`src/rtl/cic_pkg.sv`:
```
// Shared parameters and types for the CIC decimator with droop-compensation FIR.
package cic_pkg;
    localparam int IN_W      = 5;
    localparam int N         = 5;
    localparam int R         = 64;
    localparam int LOG2R     = $clog2(R);
    localparam int OUT_W     = IN_W + N * LOG2R;
    localparam int ACC_W     = OUT_W + 4;
    localparam int FIR_TAPS  = 3;
    localparam int FIR_SHIFT = 3;
    // Tap 0 multiplies the newest CIC sample.
    localparam int FIR_COEF [FIR_TAPS] = '{-1, 10, -1};

    typedef logic signed [OUT_W-1:0] sample_t;
    typedef logic signed [ACC_W-1:0] acc_t;

    // Clamp a wide FIR result into the output range instead of letting it wrap.
    function automatic sample_t sat(input acc_t y);
        sample_t res;
        logic [ACC_W-OUT_W:0] top;
        top = y[ACC_W-1:OUT_W-1];
        if (top == '0 || top == '1) begin
            res = y[OUT_W-1:0];
        end else if (y[ACC_W-1]) begin
            res = {1'b1, {(OUT_W-1){1'b0}}};
        end else begin
            res = {1'b0, {(OUT_W-1){1'b1}}};
        end
        return res;
    endfunction
endpackage

```
`src/rtl/cic_decim_comp_if.sv`:
```
// Sample-stream bundle between the ADC side and the decimated outputs.
interface cic_decim_comp_if;
    logic signed [cic_pkg::IN_W-1:0] dat_in;
    cic_pkg::sample_t                cic_dat_out;
    logic                            cic_vld_out;
    cic_pkg::sample_t                dat_out;
    logic                            clk_vld_out;

    modport master (
        output dat_in,
        input  cic_dat_out, cic_vld_out, dat_out, clk_vld_out
    );

    modport slave (
        input  dat_in,
        output cic_dat_out, cic_vld_out, dat_out, clk_vld_out
    );
endinterface

```
`src/rtl/cic_core.sv`:
```
// N-stage CIC decimator: full-rate integrators, decimation counter, decimated-rate combs.
module cic_core import cic_pkg::*; (
    input  logic                   clk,
    input  logic                   srst,
    input  logic signed [IN_W-1:0] dat_in,
    output sample_t                cic_dat_out,
    output logic                   cic_vld_out
);
    localparam logic [LOG2R-1:0] CNT_LAST = LOG2R'(R - 1);

    sample_t          integ [N];
    sample_t          comb_dly_reg [N];
    sample_t          comb_in [N];
    sample_t          comb_res;
    logic [LOG2R-1:0] cnt_reg;
    sample_t          cic_dat_reg;
    logic             cic_vld_reg;

    // Integrators wrap modulo 2^OUT_W; the combs undo the wrap exactly.
    genvar gi;
    generate
        for (gi = 0; gi < N; gi++) begin : g_integ
            sample_t acc_reg;
            sample_t addend;
            if (gi == 0) begin : g_first
                assign addend = sample_t'(dat_in);
            end else begin : g_rest
                assign addend = integ[gi-1];
            end
            always_ff @(posedge clk) begin
                if (srst) begin
                    acc_reg <= '0;
                end else begin
                    acc_reg <= acc_reg + addend;
                end
            end
            assign integ[gi] = acc_reg;
        end
    endgenerate

    always_comb begin
        comb_in = '{default: '0};
        comb_in[0] = integ[N-1];
        for (int k = 1; k < N; k++) begin
            comb_in[k] = comb_in[k-1] - comb_dly_reg[k-1];
        end
        comb_res = comb_in[N-1] - comb_dly_reg[N-1];
    end

    always_ff @(posedge clk) begin
        if (srst) begin
            cnt_reg     <= '0;
            cic_dat_reg <= '0;
            cic_vld_reg <= 1'b0;
            for (int k = 0; k < N; k++) begin
                comb_dly_reg[k] <= '0;
            end
        end else begin
            cnt_reg     <= cnt_reg + 1'b1;
            cic_vld_reg <= (cnt_reg == CNT_LAST);
            if (cnt_reg == CNT_LAST) begin
                for (int k = 0; k < N; k++) begin
                    comb_dly_reg[k] <= comb_in[k];
                end
                cic_dat_reg <= comb_res;
            end
        end
    end

    assign cic_dat_out = cic_dat_reg;
    assign cic_vld_out = cic_vld_reg;
endmodule

```
`src/rtl/cic_decim_comp.sv`:
```
// CIC decimator followed by a 3-tap sinc-droop compensator running on the CIC strobe.
module cic_decim_comp import cic_pkg::*; (
    input  logic              clk,
    input  logic              rstn,
    cic_decim_comp_if.slave   bus
);
    sample_t cic_dat;
    logic    cic_vld;
    sample_t taps [FIR_TAPS];
    acc_t    prod [FIR_TAPS];
    acc_t    acc_sum;
    acc_t    acc_shift;
    sample_t dat_reg;
    logic    vld_reg;

    cic_core u_core (
        .clk         (clk),
        .srst        (rstn),
        .dat_in      (bus.dat_in),
        .cic_dat_out (cic_dat),
        .cic_vld_out (cic_vld)
    );

    assign taps[0] = cic_dat;

    // Delay line advances only when a new decimated sample arrives.
    genvar gi;
    generate
        for (gi = 1; gi < FIR_TAPS; gi++) begin : g_tap
            sample_t dly_reg;
            always_ff @(posedge clk) begin
                if (rstn) begin
                    dly_reg <= '0;
                end else if (cic_vld) begin
                    dly_reg <= taps[gi-1];
                end
            end
            assign taps[gi] = dly_reg;
        end
        for (gi = 0; gi < FIR_TAPS; gi++) begin : g_prod
            assign prod[gi] = acc_t'(taps[gi]) * acc_t'(FIR_COEF[gi]);
        end
    endgenerate

    always_comb begin
        acc_sum = '0;
        for (int k = 0; k < FIR_TAPS; k++) begin
            acc_sum = acc_sum + prod[k];
        end
        acc_shift = acc_sum >>> FIR_SHIFT;
    end

    always_ff @(posedge clk) begin
        if (rstn) begin
            dat_reg <= '0;
            vld_reg <= 1'b0;
        end else begin
            vld_reg <= cic_vld;
            if (cic_vld) begin
                dat_reg <= sat(acc_shift);
            end
        end
    end

    assign bus.cic_dat_out = cic_dat;
    assign bus.cic_vld_out = cic_vld;
    assign bus.dat_out     = dat_reg;
    assign bus.clk_vld_out = vld_reg;
endmodule

```
`src/flat_wrapper.sv`:
```
// flat-port wrapper written by rule: the top's interface ports become plain ports
module cic_decim_comp_flat import cic_pkg::*;
  (clk, rstn, bus_dat_in, bus_cic_dat_out, bus_cic_vld_out, bus_dat_out, bus_clk_vld_out);
  cic_decim_comp_if bus_i ();
  input  logic clk;
  input  logic rstn;
  input wire logic [$bits(bus_i.dat_in)-1:0] bus_dat_in;
  output wire logic [$bits(bus_i.cic_dat_out)-1:0] bus_cic_dat_out;
  output wire logic [$bits(bus_i.cic_vld_out)-1:0] bus_cic_vld_out;
  output wire logic [$bits(bus_i.dat_out)-1:0] bus_dat_out;
  output wire logic [$bits(bus_i.clk_vld_out)-1:0] bus_clk_vld_out;
  assign bus_i.dat_in = bus_dat_in;
  assign bus_cic_dat_out = bus_i.cic_dat_out;
  assign bus_cic_vld_out = bus_i.cic_vld_out;
  assign bus_dat_out = bus_i.dat_out;
  assign bus_clk_vld_out = bus_i.clk_vld_out;
  cic_decim_comp u_core (.clk(clk), .rstn(rstn), .bus(bus_i));
endmodule
```
`config.mk`:
```
export PLATFORM = sky130hd
export DESIGN_NAME = cic_decim_comp_flat
export DESIGN_NICKNAME = d
export VERILOG_FILES = /design/src/rtl/cic_pkg.sv /design/src/rtl/cic_decim_comp_if.sv /design/src/rtl/cic_core.sv /design/src/rtl/cic_decim_comp.sv /design/src/flat_wrapper.sv
export SDC_FILE = /design/constraint.sdc
export NUM_CORES = 2
export LEC_CHECK = 0
export CORE_MARGIN = 4
export CORE_UTILIZATION = 35
export CTS_BUF_LIST = sky130_fd_sc_hd__clkbuf_4 sky130_fd_sc_hd__clkbuf_8 sky130_fd_sc_hd__clkbuf_16
export CTS_CLUSTER_SIZE = 20
export DETAILED_ROUTE_END_ITERATION = 10
export GPL_ROUTABILITY_DRIVEN = 0
export PLACE_DENSITY = 0.56
export SLEW_MARGIN = 20
export SYNTH_ARGS = -nofsm -noshare
export SYNTH_HDL_FRONTEND = slang
export SYNTH_SLANG_ARGS = --single-unit
export TNS_END_PERCENT = 30
```
`constraint.sdc`:
```
create_clock -name clk -period 14.1 [get_ports clk]
set_input_delay 2.82 -clock clk [delete_from_list [all_inputs] [get_ports clk]]
set_output_delay 2.82 -clock clk [all_outputs]
set_load 0.05 [all_outputs]
```
After elaboration in Yosys (flattened, before gate mapping). Memory sizes are Yosys's and may differ from the RTL's. Cells that the tools add are included.

Flip-flop bits (word level): 323. RAM bits: 175. Bits of input ports: 7. Output and inout bits: 72. Memories: 1.

Memories: u_core.u_core.comb_dly_reg (words 5, width 35, read ports 5, clocked after memory_dff 0, write ports 5, line cic_core.sv:12) `sample_t comb_dly_reg [N];`.

$add $sub $neg: 15. $mul: 1. Eq/ne operators: 2. Mux-type cells: 12. Bitwise gates (word level): 5. Reductions and logical operators: 2.

Operators by type and width (count): 35-bit two-way mux (7); 35-bit subtractor (5); 35-bit adder (4); 39-bit adder (2); 35-bit negator with 39-bit output (2); 35-bit by 4-bit multiplier with 38-bit output, second input constant (1); 35-bit by 5-bit adder with 35-bit output (1); 6-bit by 1-bit adder with 6-bit output, second input constant (1); 6-bit equality test, second input constant (1); 5-bit equality test, second input constant (1); 5-bit logical NOT (1); 1-bit two-way mux (5); 1-bit bitwise OR (5); 1-bit logical OR (1).

Longest topological paths before layout.
Word-level depth: 6. Depth in mapped cells: 50. Depth with buffers taken out: 50.

Cells and area by module. From an unflattened synthesis, not the netlist that was laid out.

Cell total of the unflattened synthesis: 4236. Area, all modules: 37449.7 um^2.

Modules (own cells, without submodules): cic_core (times used 1, cells each 3147, area an instance 28100.7 um^2, sequential area each 9599.2 um^2); cic_decim_comp (times used 1, cells each 1089, area an instance 9349.0 um^2, sequential area each 2122.0 um^2).

Worst setup path before layout. OpenSTA, ideal clock, no wires.

Path type: reg2reg. Start: register u_core.u_core.g_integ[4].acc_reg[0]. End: register u_core.u_core.cic_dat_reg[34], in the netlist u_core.u_core.cic_dat_out[34]. Setup time: 295 ps. Data arrival time: 8555 ps. Slack: 5250 ps. Stages on the path, launching flop included: 48. Buffers on the path: 0. Path through: dfxtp_1 inv_1 ha_1 inv_1 fa_1 a211oi_2 o21ai_1 a21o_1 a21oi_1 nor2b_1 o21ai_0 a21oi_1 ha_1 or3_1 o21a_1 o21ai_0 nand2b_1 a21boi_0 (+12 left out) xnor2_1 ha_1 a21oi_1 nor2_1 a21oi_1 o31ai_1 or4_1 a31oi_1 xnor2_1 ha_1 and3_1 a21oi_1 o21ai_1 o31ai_1 nor3b_1 a211oi_1 xor2_1 o22ai_2.

RTL lines: start: declaration (line cic_core.sv:23) `sample_t acc_reg;`; start signal: assignment (line cic_core.sv:34) `acc_reg <= acc_reg + addend;`; end signal: assignment (line cic_core.sv:65) `cic_dat_reg <= comb_res;`; end: declaration (line cic_core.sv:16) `sample_t cic_dat_reg;`.

==> run metrics <==
ranking of synthesized cells by area=sky130_fd_sc_hd__dfxtp_1 (18%), sky130_fd_sc_hd__ha_1 (15%), sky130_fd_sc_hd__edfxtp_1 (14%); IO buf count=78; Min-Delay Path Class=reg -> reg; share of cell area taken by muxes after synthesis=2.11%; dominant cell type by area after synthesis=sky130_fd_sc_hd__dfxtp_1; Arrival @ worst endpoint=10330 ps; top post-synthesis cells by count=sky130_fd_sc_hd__ha_1 (448), sky130_fd_sc_hd__nor2_1 (414), sky130_fd_sc_hd__inv_1 (375), sky130_fd_sc_hd__dfxtp_1 (323), sky130_fd_sc_hd__a21oi_1 (322); Worst Skew=22.7 ps; delay of the slowest critical-path stage=420 ps; ports placed on the boundary=79; number of nets in the layout=4716; fraction of the cycle the final worst path needs=69.7%; fraction of post-synthesis cell area in the top cell type by area=17.7%; via-per-instance ratio=4.97; clock tree from TritonCTS=done; Initial DRT Pass Iterations=5; sequential cell area=11700 um2; Std-Cell Rows=118; number of buffers inserted to repair setup after CTS=0; Worst path most repeated cell=sky130_fd_sc_hd__ha_1; vertical die dimension=331 um; sequential-to-total area share from yosys stat=32.0%; largest net degree at the start of global routing=125; DR WL/cell=14.7 um; maximum count of clock buffers along a single path=3; clock root buffer=sky130_fd_sc_hd__clkbuf_16; residual DRC count=0; overall overflow remaining after global route=0; overall global routing resource usage=14.7%; max-slew violation count=0; aggregate routed wire length=83.1 mm; setup repair after global routing missed its margin=false; launching element of the worst setup path=u_core.u_core.comb_dly_reg[0][1]; cell with the largest stage delay on the worst path=sky130_fd_sc_hd__or4_1; floorplan die width=331 um; number of flops mapped to enable cells by yosys=175; async set-reset flop share out of synthesis=0%; count of unique library cells instantiated by Yosys=92; kind of end point of the critical path=register; total die area=110000 um2; simple logic cell fraction of the synthesized area=15.6%; Fin Setup TNS=0 ps; per-instance average area after synthesis=8.84 um2; number of sinks handled by clock tree synthesis=498; nets in the synthesized netlist=4642; # H-tree levels=2; Netlist Area Pre-Place=36600 um2; fraction of layout instances using a drive strength above 1=4.18%; Std-Cell Core Area=104000 um2; highest clock rate=102 MHz; number of maximum-capacitance violations=0; CTS Hold Bufs=0; number of antenna violations at the first check in global routing=0; worst slew pin tran=1110 ps; Layout Area Growth over Synthesis=11.9%; Synth Instances=4140; number of violations reported at the end of detailed-routing iteration 0=1224; required time at the worst-slack endpoint=14600 ps; clock input transition at the sequential cells of the worst setup and hold paths=60 ps; flip-flop cell with the highest count after synthesis=sky130_fd_sc_hd__dfxtp_1; combinational family with the most area after synthesis=compound AO/OA/AOI/OAI gates; final hold vios=0; fillers=10523; reg-to-reg slack, setup=4270 ps; multi-input combinational cell area=23200 um2; Worst slew margin=24.9%; library cell with the highest instance count after synthesis=sky130_fd_sc_hd__ha_1; sum of net half-perimeters after detailed placement=63.7 mm; startpoint type of the worst setup path=register; fin cells=5641; start-to-end type of the worst setup path=reg -> reg; number of global-route vias before repair=26766; arithmetic-cell share of the synthesized area counting full adders, half adders and majority gates=18.0%; clock buffers created by TritonCTS=59; flip-flop and latch count after synthesis=498; yosys synthesis warning count=0; Placed Cells=5532; antenna viol nets, final=0; run status=finished, final reports clean; global-route wire length before repair=136 mm; post-cts resize count=0; launch point of the worst reg-to-reg path=u_core.u_core.comb_dly_reg[0][1]; setup violation total in the final timing report=0; effective utilization at floorplan=35.3%; hold path startpoint=u_core.u_core.cnt_reg[0]; xor-xnor portion of the synthesized cell area=8.26%; highest net fanout along the worst path=6; Synth Area in Compound Gates=19.3%; vias after detailed routing=28008; clock period minus final worst setup slack=9830 ps; insertion delay to the later sink of the worst-skew pair=640 ps
placed cells by master (no fill, tap or decap), types with 27 or more instances in the layout:
cell                              netlist  layout
sky130_fd_sc_hd__xor2_1               141     141
sky130_fd_sc_hd__mux2i_1               75      75
sky130_fd_sc_hd__edfxtp_1             175     175
sky130_fd_sc_hd__ha_1                 448     448
sky130_fd_sc_hd__fa_1                  47      47
sky130_fd_sc_hd__a211oi_1              33      33
sky130_fd_sc_hd__a21oi_1              322     322
sky130_fd_sc_hd__inv_1                375     373
sky130_fd_sc_hd__nand2b_1              52      52
sky130_fd_sc_hd__xnor2_1              196     196
sky130_fd_sc_hd__nand2_1              208     208
sky130_fd_sc_hd__a21o_1               189     189
sky130_fd_sc_hd__dfxtp_1              323     322
sky130_fd_sc_hd__o21a_1                50      50
sky130_fd_sc_hd__clkbuf_16              0      60
sky130_fd_sc_hd__nand3_1               64      64
sky130_fd_sc_hd__a31oi_1               28      27
sky130_fd_sc_hd__and2_1               163     163
sky130_fd_sc_hd__nor3_1                72      72
sky130_fd_sc_hd__o21bai_1              49      49
sky130_fd_sc_hd__clkdlybuf4s50_1        0      77
sky130_fd_sc_hd__nor2_1               414     414
sky130_fd_sc_hd__o21ai_0              218     218
sky130_fd_sc_hd__nor2b_1               63      63
sky130_fd_sc_hd__and3_1                42      42
worst max-delay path, delay by kind of cell, from the launching register on:
family	cells	cell delay (ps)
AO/OA/AOI/OAI	22	4480
XOR/XNOR	4	730
adder cells (fa/ha/maj)	5	1620
buffers and inverters	1	110
flip-flops	1	370
multiplexers	1	240
AND/OR/NAND/NOR	13	2100
final timing paths:
check,end,cells after the start
hold reg to reg,u_core.u_core.cnt_reg[0],1
hold / removal,u_core.u_core.cnt_reg[0],1
setup / recovery,u_core.u_core.cic_dat_out[34],46
setup reg to reg,u_core.u_core.cic_dat_out[34],46
stage by stage:
step                cell area, um2  worst slack, ps  util (%)  hold slack [ps]
floorplan                    36600             5250         -              418
global placement             38900             4350      37.6              433
detailed placement           38900             4220      37.6              440
CTS                          40900             4160      39.5              451
global route                 41000             3350      39.5              475
finish                       41000             4270      39.5              452
routing by layer:
metal,share of wire [%],global-route usage [%],wire (um)
met2,47,25.7,39300
met5,0,0,0
met4,2.3,4.00,1880
met3,2.9,1.80,2390
met1,48,19.1,39500
cell families after synthesis:
family                   count (synthesis)
XOR/XNOR                               340
AND/OR/NAND/NOR                       1178
buffers and inverters                  453
AO/OA/AOI/OAI                         1096
flip-flops                             498
multiplexers                            77
adder cells (fa/ha/maj)                498
cell type report:
class | instances | area share [%]
Antenna cell | 1 | 0.00611
Clock buffer | 81 | 4.17
Clock inverter | 26 | 0.697
Inverter | 375 | 3.45
Multi-Input combinational cell | 3189 | 56.6
Sequential cell | 498 | 28.6
Tap cell | 1380 | 4.22
Timing Repair Buffer | 91 | 2.21
Power is not shown: default switching activity piles up to over one toggle a cycle in this logic, so the estimate is an artifact.
